--- src/rtl/hazard_controller_if.sv ---
// hazard_controller_if: D/E-stage hazard information from the datapath and
// the hold/flush/forward controls returned to it.
interface hazard_controller_if;
  logic [3:0] srcAdd1;
  logic [3:0] srcAdd2;
  logic       immediateC;
  logic       InstBranch;
  logic       RegWriteE;
  logic       MemToRegE;
  logic [3:0] destAddE;
  logic       stallF;
  logic       stallD;
  logic       flushD;
  logic       flushC;
  logic       forwardA;
  logic       forwardB;
  logic [1:0] hz_state;

  // Datapath / control-unit side
  modport master (
    output srcAdd1, srcAdd2, immediateC, InstBranch, RegWriteE, MemToRegE, destAddE,
    input  stallF, stallD, flushD, flushC, forwardA, forwardB, hz_state
  );

  // Hazard controller side
  modport slave (
    input  srcAdd1, srcAdd2, immediateC, InstBranch, RegWriteE, MemToRegE, destAddE,
    output stallF, stallD, flushD, flushC, forwardA, forwardB, hz_state
  );
endinterface

--- src/rtl/hazard_controller.sv ---
// hazard_controller: stall, flush and E-to-D forwarding control for the
// 5-stage 16-bit CPU. Destinations of the M and W stages are tracked in
// shadow registers because the datapath only exposes E-stage information.
// Define HAZARD_PERF_EN to add saturating stall/flush event counters.
module hazard_controller #(
  parameter int unsigned REGFILE_BYPASS     = 0,
  parameter int unsigned ZERO_REG_HARDWIRED = 0,
  parameter int unsigned PERF_W             = 16
) (
  input  logic              clk,
  input  logic              reset,
  hazard_controller_if.slave hz
`ifdef HAZARD_PERF_EN
  ,
  output logic [PERF_W-1:0] stall_cnt,
  output logic [PERF_W-1:0] flush_cnt
`endif
);

  // With write-through the W-stage result is already visible to D.
  localparam bit CheckW   = (REGFILE_BYPASS == 0);
  localparam bit ZeroMask = (ZERO_REG_HARDWIRED != 0);

  localparam logic [1:0] HzRun   = 2'd0;
  localparam logic [1:0] HzStall = 2'd1;
  localparam logic [1:0] HzFlush = 2'd2;

  logic       wrM;
  logic       wrW;
  logic [3:0] dstM;
  logic [3:0] dstW;
  logic       dValid;
  logic       dValidNext;
  logic [1:0] hzStateReg;
  logic [1:0] hzStateNext;

  logic [3:0] srcAddr [2];
  logic [1:0] srcChecked;
  logic [1:0] srcFwd;
  logic [1:0] srcStall;
  logic       stall;
  logic       branchFlush;

  assign srcAddr[0] = hz.srcAdd1;
  assign srcAddr[1] = hz.srcAdd2;

  // An empty decode slot never depends on anything; src2 is unused by immediates.
  assign srcChecked = {dValid & ~hz.immediateC, dValid};

  generate
    for (genvar gi = 0; gi < 2; gi++) begin : gSrc
      logic isZero;
      logic hitE;
      logic hitM;
      logic hitW;

      assign isZero = ZeroMask && (srcAddr[gi] == 4'd0);
      assign hitE   = srcChecked[gi] & ~isZero & hz.RegWriteE & (hz.destAddE == srcAddr[gi]);
      assign hitM   = srcChecked[gi] & ~isZero & wrM & (dstM == srcAddr[gi]);
      assign hitW   = srcChecked[gi] & ~isZero & CheckW & wrW & (dstW == srcAddr[gi]);

      // E holds the newest value, so an E hit shadows any older M/W hit.
      assign srcFwd[gi]   = hitE & ~hz.MemToRegE;
      assign srcStall[gi] = (hitE & hz.MemToRegE) | (~hitE & (hitM | hitW));
    end
  endgenerate

  assign stall = |srcStall;
  // A stall holds the PC, so a pending branch is simply re-evaluated later.
  assign branchFlush = ~stall & hz.InstBranch & dValid;

  // State register: shadow pipeline, decode-slot validity and last action
  always_ff @(posedge clk) begin
    if (reset) begin
      wrM        <= 1'b0;
      dstM       <= 4'd0;
      wrW        <= 1'b0;
      dstW       <= 4'd0;
      dValid     <= 1'b0;
      hzStateReg <= HzRun;
    end else begin
      wrM        <= hz.RegWriteE;
      dstM       <= hz.destAddE;
      wrW        <= wrM;
      dstW       <= dstM;
      dValid     <= dValidNext;
      hzStateReg <= hzStateNext;
    end
  end

  // Next-state: decode slot empties on flush, fills whenever decode loads
  always_comb begin
    dValidNext = dValid;
    if (branchFlush) begin
      dValidNext = 1'b0;
    end else if (!stall) begin
      dValidNext = 1'b1;
    end
    hzStateNext = HzRun;
    if (stall) begin
      hzStateNext = HzStall;
    end else if (branchFlush) begin
      hzStateNext = HzFlush;
    end
  end

  // Outputs: reset forces a clean pipeline, stall beats branch
  always_comb begin
    hz.stallF   = 1'b1;
    hz.stallD   = 1'b1;
    hz.flushD   = 1'b0;
    hz.flushC   = 1'b0;
    hz.forwardA = 1'b0;
    hz.forwardB = 1'b0;
    hz.hz_state = hzStateReg;
    if (reset) begin
      hz.flushD = 1'b1;
      hz.flushC = 1'b1;
    end else if (stall) begin
      hz.stallF = 1'b0;
      hz.stallD = 1'b0;
      hz.flushC = 1'b1;
    end else begin
      hz.flushD   = branchFlush;
      hz.forwardA = srcFwd[0];
      hz.forwardB = srcFwd[1];
    end
  end

`ifdef HAZARD_PERF_EN
  localparam logic [PERF_W-1:0] PerfOne = 1;

  // Saturating stall/flush event counters
  always_ff @(posedge clk) begin
    if (reset) begin
      stall_cnt <= '0;
      flush_cnt <= '0;
    end else begin
      if (stall && (stall_cnt != '1)) begin
        stall_cnt <= stall_cnt + PerfOne;
      end
      if (branchFlush && (flush_cnt != '1)) begin
        flush_cnt <= flush_cnt + PerfOne;
      end
    end
  end
`else
  // Counters are not built; the control behaviour is unchanged.
`endif

endmodule
--- src/flat_wrapper.sv ---
// flat-port wrapper written by rule: the top's interface ports become plain ports
module hazard_controller_flat 
#(
  parameter int unsigned REGFILE_BYPASS     = 0,
  parameter int unsigned ZERO_REG_HARDWIRED = 0,
  parameter int unsigned PERF_W             = 16
)
  (clk, reset, hz_srcAdd1, hz_srcAdd2, hz_immediateC, hz_InstBranch, hz_RegWriteE, hz_MemToRegE, hz_destAddE, hz_stallF, hz_stallD, hz_flushD, hz_flushC, hz_forwardA, hz_forwardB, hz_hz_state);
  hazard_controller_if hz_i ();
  input  logic clk;
  input  logic reset;
  input wire logic [$bits(hz_i.srcAdd1)-1:0] hz_srcAdd1;
  input wire logic [$bits(hz_i.srcAdd2)-1:0] hz_srcAdd2;
  input wire logic [$bits(hz_i.immediateC)-1:0] hz_immediateC;
  input wire logic [$bits(hz_i.InstBranch)-1:0] hz_InstBranch;
  input wire logic [$bits(hz_i.RegWriteE)-1:0] hz_RegWriteE;
  input wire logic [$bits(hz_i.MemToRegE)-1:0] hz_MemToRegE;
  input wire logic [$bits(hz_i.destAddE)-1:0] hz_destAddE;
  output wire logic [$bits(hz_i.stallF)-1:0] hz_stallF;
  output wire logic [$bits(hz_i.stallD)-1:0] hz_stallD;
  output wire logic [$bits(hz_i.flushD)-1:0] hz_flushD;
  output wire logic [$bits(hz_i.flushC)-1:0] hz_flushC;
  output wire logic [$bits(hz_i.forwardA)-1:0] hz_forwardA;
  output wire logic [$bits(hz_i.forwardB)-1:0] hz_forwardB;
  output wire logic [$bits(hz_i.hz_state)-1:0] hz_hz_state;
  assign hz_i.srcAdd1 = hz_srcAdd1;
  assign hz_i.srcAdd2 = hz_srcAdd2;
  assign hz_i.immediateC = hz_immediateC;
  assign hz_i.InstBranch = hz_InstBranch;
  assign hz_i.RegWriteE = hz_RegWriteE;
  assign hz_i.MemToRegE = hz_MemToRegE;
  assign hz_i.destAddE = hz_destAddE;
  assign hz_stallF = hz_i.stallF;
  assign hz_stallD = hz_i.stallD;
  assign hz_flushD = hz_i.flushD;
  assign hz_flushC = hz_i.flushC;
  assign hz_forwardA = hz_i.forwardA;
  assign hz_forwardB = hz_i.forwardB;
  assign hz_hz_state = hz_i.hz_state;
  hazard_controller #(.REGFILE_BYPASS(REGFILE_BYPASS), .ZERO_REG_HARDWIRED(ZERO_REG_HARDWIRED), .PERF_W(PERF_W)) u_core (.clk(clk), .reset(reset), .hz(hz_i));
endmodule
--- config.mk ---
export PLATFORM = sky130hd
export DESIGN_NAME = hazard_controller_flat
export DESIGN_NICKNAME = d
export VERILOG_FILES = /design/src/rtl/hazard_controller_if.sv /design/src/rtl/hazard_controller.sv /design/src/flat_wrapper.sv
export SDC_FILE = /design/constraint.sdc
export NUM_CORES = 1
export LEC_CHECK = 0
export ABC_AREA = 1
export CORE_UTILIZATION = 46
export DETAILED_ROUTE_END_ITERATION = 10
export PLACE_DENSITY = 0.78
export SYNTH_ARGS = -nofsm -noshare
export SYNTH_HDL_FRONTEND = slang
export SYNTH_SLANG_ARGS = --single-unit
--- constraint.sdc ---
create_clock -name clk -period 1.4 [get_ports clk]
set_input_delay 0.14 -clock clk [delete_from_list [all_inputs] [get_ports clk]]
set_output_delay 0.14 -clock clk [all_outputs]
set_load 0.005 [all_outputs]
==> impl_results.md <==
* Number of diodes at 0
* CP endpoint kind: primary output
* Fin. Hold Viols at 0
* Clock Sinks at 13
* Outcome: complete, but fails checks
* YS warnings at 0
* CTS H-Tree Depth at 1
* RSZ-0062 raised after global routing: true
* Routed WL per cell at 14.3 um
* R2R Path Start: u_core.dValid
* Dpl cells at 227
* Final WL at 3510 um
* Min Clock Period, post-route at 1.97 ns
* Post-DR vias/cell at 5.22
* Number of antenna violations at the first check in global routing at 0
* Gr usage total at 0.309
* Avg Cell Area, Syn at 5.63 um^2
* Clock Skews at 0.000751 ns
* CP Max Fanout at 5
* Cell variety after synth at 17
* First-pass GRT wire length at 4500 um
* Syn Nets at 177
* Share of cells above drive strength 1 at 0.362
* Pleak at 0.832 nW
* CTS clk-pin slew, worst paths at 0.08 ns
* Slew margin rel. at 0.857
* Crit-path cells: nand2_1 > inv_1 > nand2_1 > nor2_1 > nand3_1 > nand3_2 > nand2_2 > buf_6 > nand3_2 > nand2_2 > buf_6
* Worst-Skew Late Latency at 0.29 ns
* Fin crit share at 1.41
* Nets at 240
* Area of the core at 1780 um^2
* Clock Path Buffers at 2
* Pins over their slew limit at 0
* Chip Height at 46.1 um
* IO Pins at 26
* Hold Path Depth at 3
* DRT antenna net count at 0
* Reg2reg end: u_core.hz.hz_state[1]
* Hold Startpoint: hz_RegWriteE
* Total gr overflow at 0
* Area of the mapped netlist at 895 um^2
* Endpoints failing setup at 9
* Critical path class: flip-flop to primary output
* Setup tns final at -4.07 ns
* Mapped Cells at 159
* Initial DRC count at 81
* Final instance area at 1490 um^2
* F_max at 0.508 GHz
* Required time worst endpoint at 1.26 ns
* Worst hold path type: primary input to flip-flop
* Fillers at 122
* FF-to-FF path depth at 14
* Fin cells at 246
* Sequential fraction of the synthesis area at 0.291
* Die X at 46.1 um
* Maximum number of pins on one net before global-route repair at 12
* DRC at 0
* WP buf/inv at 3
* Worst Tran Pin Value at 0.214 ns
* GP Congestion at 0.888
* Pre-antenna DRT Iters at 6
* VDD IR max at 0.599 mV
* Hold path endpoint: u_core.wrM
* Critical Path AT at 1.83 ns
* Row count at 15
* Vias in the first global route at 1085
* Synthesized flop and latch total at 13
* Post-route setup slack at -0.570 ns
* Total CTS buffers at 3
* Port bufs at 25
* CP max stage cell: dfxtp_4
* Yosys top cell area share at 0.291
* Root buf cell: clkbuf_4
* Largest delay share family, worst path: simple AND/OR/NAND/NOR gates
* Vias at 1284
* R2R Setup Slk at -0.49 ns
* Placed Area at 1320 um^2
* Full die area at 2130 um^2
* DP Worst Slack at -0.705 ns
* Startpoint class of the critical path: flip-flop
* Area leader, netlist: dfxtp_1
* TritonCTS clock tree: built
* PwrDens at 645 nW/um^2
* Area Overhead vs Synth at 66.3%
* DP Wirelength at 1910 um
* Crit. path cell count at 11
* Initial Util at 0.502
* Worst stage delay on the critical path at 0.40 ns
* Max-cap violations at 0
* Failing checks: setup timing
* Synth area leaders: dfxtp_1, nand2_1, nor2_1, inv_1, nand3_1
-- cell usage after synthesis (all sizes together) --
master	number
nor2	28
nand2	64
inv	31
nand3	12
dfxtp	13
nand4	1
xnor2	3
clkbuf	1
a21oi	1
o21ai	3
buf	1
nand3b	1
-- cell type report --
type / instances / area, um^2 / share of cell area
Tap cell: 25 / 31.3 / 0.0210
Multi-Input combinational cell: 113 / 557 / 0.374
Clock buffer: 4 / 26.3 / 0.0177
Sequential cell: 13 / 268 / 0.180
Timing Repair Buffer: 60 / 489 / 0.329
Inverter: 31 / 116 / 0.0782
-- routing by layer --
layer | up-vias | GRT usage | wire (um)
li1 | 589 | - | -
met1 | 571 | 0.353 | 1270
met2 | 95 | 0.507 | 1630
met3 | 29 | 0.0745 | 354
met4 | 0 | 0.200 | 257
met5 | - | 0 | 0
-- worst reg2reg max path, stage by stage (launching register included) --
cell and delay (ns):
dfxtp_4 0.40, nand2_1 0.08, inv_1 0.09, nand2_1 0.09
nor2_1 0.20, nand3_1 0.14, nand3_2 0.10, nand2_2 0.08
buf_6 0.13, nand3_2 0.06, buf_4 0.11, buf_4 0.10
buf_4 0.09, buf_4 0.10, nor2_2 0.03
-- where the power goes --
group,total (mW),leakage [nW],internal [mW],switching [mW]
clock,0.249,0.0150,0.111,0.138
combinational,0.306,0.708,0.148,0.158
sequential,0.405,0.109,0.388,0.0169
-- cells in the final DEF (no fill, tap or decap), types with 3 or more instances in the layout --
master / synthesis / routed
nand2_1: 59 / 59
buf_4: 1 / 33
nor2_1: 25 / 21
inv_1: 22 / 20
inv_2: 9 / 11
dlygate4sd2_1: 0 / 10
dfxtp_1: 13 / 9
clkdlybuf4s50_1: 0 / 7
nor2_2: 3 / 6
nand3_1: 9 / 6
nand3_2: 3 / 5
buf_2: 0 / 5
nand2_2: 5 / 4
xnor2_1: 3 / 3
clkbuf_4: 0 / 3
buf_6: 0 / 3
dfxtp_2: 0 / 3
-- per-stage QoR --
step                      utilization  total power, mW  hold slack (ns)
after floorplan                     -            0.520            0.212
after global placement          0.738            0.657            0.443
after detailed placement        0.738            0.665            0.454
after CTS                       0.796            0.914            0.348
after global routing            0.834            0.997            0.202
final                           0.834            0.960            0.166
-- sequential cells by signal, summed over array words and instances, names as in the netlist --
name,flops
u_core.wrM,1
u_core.hz.hz_state,2
u_core.dstM,4
u_core.dstW,4
u_core.dValid,1
u_core.wrW,1
-- what timing repair did --
| action | 4_1_cts | 5_1_grt |
|---|---|---|
| hold buffers | 0 | 0 |
| gates cloned | 0 | 0 |
| pin swaps | 13 | 10 |
| setup endpoints to repair | 6 | 9 |
| gates resized for setup | 43 | 16 |
| setup buffers | 13 | 2 |
-- logic make-up after synthesis --
family | after synthesis | synth area share
compound gates | 4 | 0.0224
xor+xnor | 3 | 0.0294
buf+inv | 33 | 0.143
flops | 13 | 0.291
simple gates | 106 | 0.515
-- how the worst max path moves through the flow --
stage                        endpoint           from  slack, ns
after floorplan             hz_stallF  u_core.dValid       0.13
after global placement    hz_forwardA  hz_srcAdd1[1]      -0.67
after detailed placement  hz_forwardA  hz_srcAdd1[1]      -0.70
after CTS                 hz_forwardA  u_core.dValid      -0.34
after global routing      hz_forwardA  u_core.dValid      -0.60
final                       hz_flushD  u_core.dValid      -0.57
No activity file was read; power rests on OpenSTA's default activity.
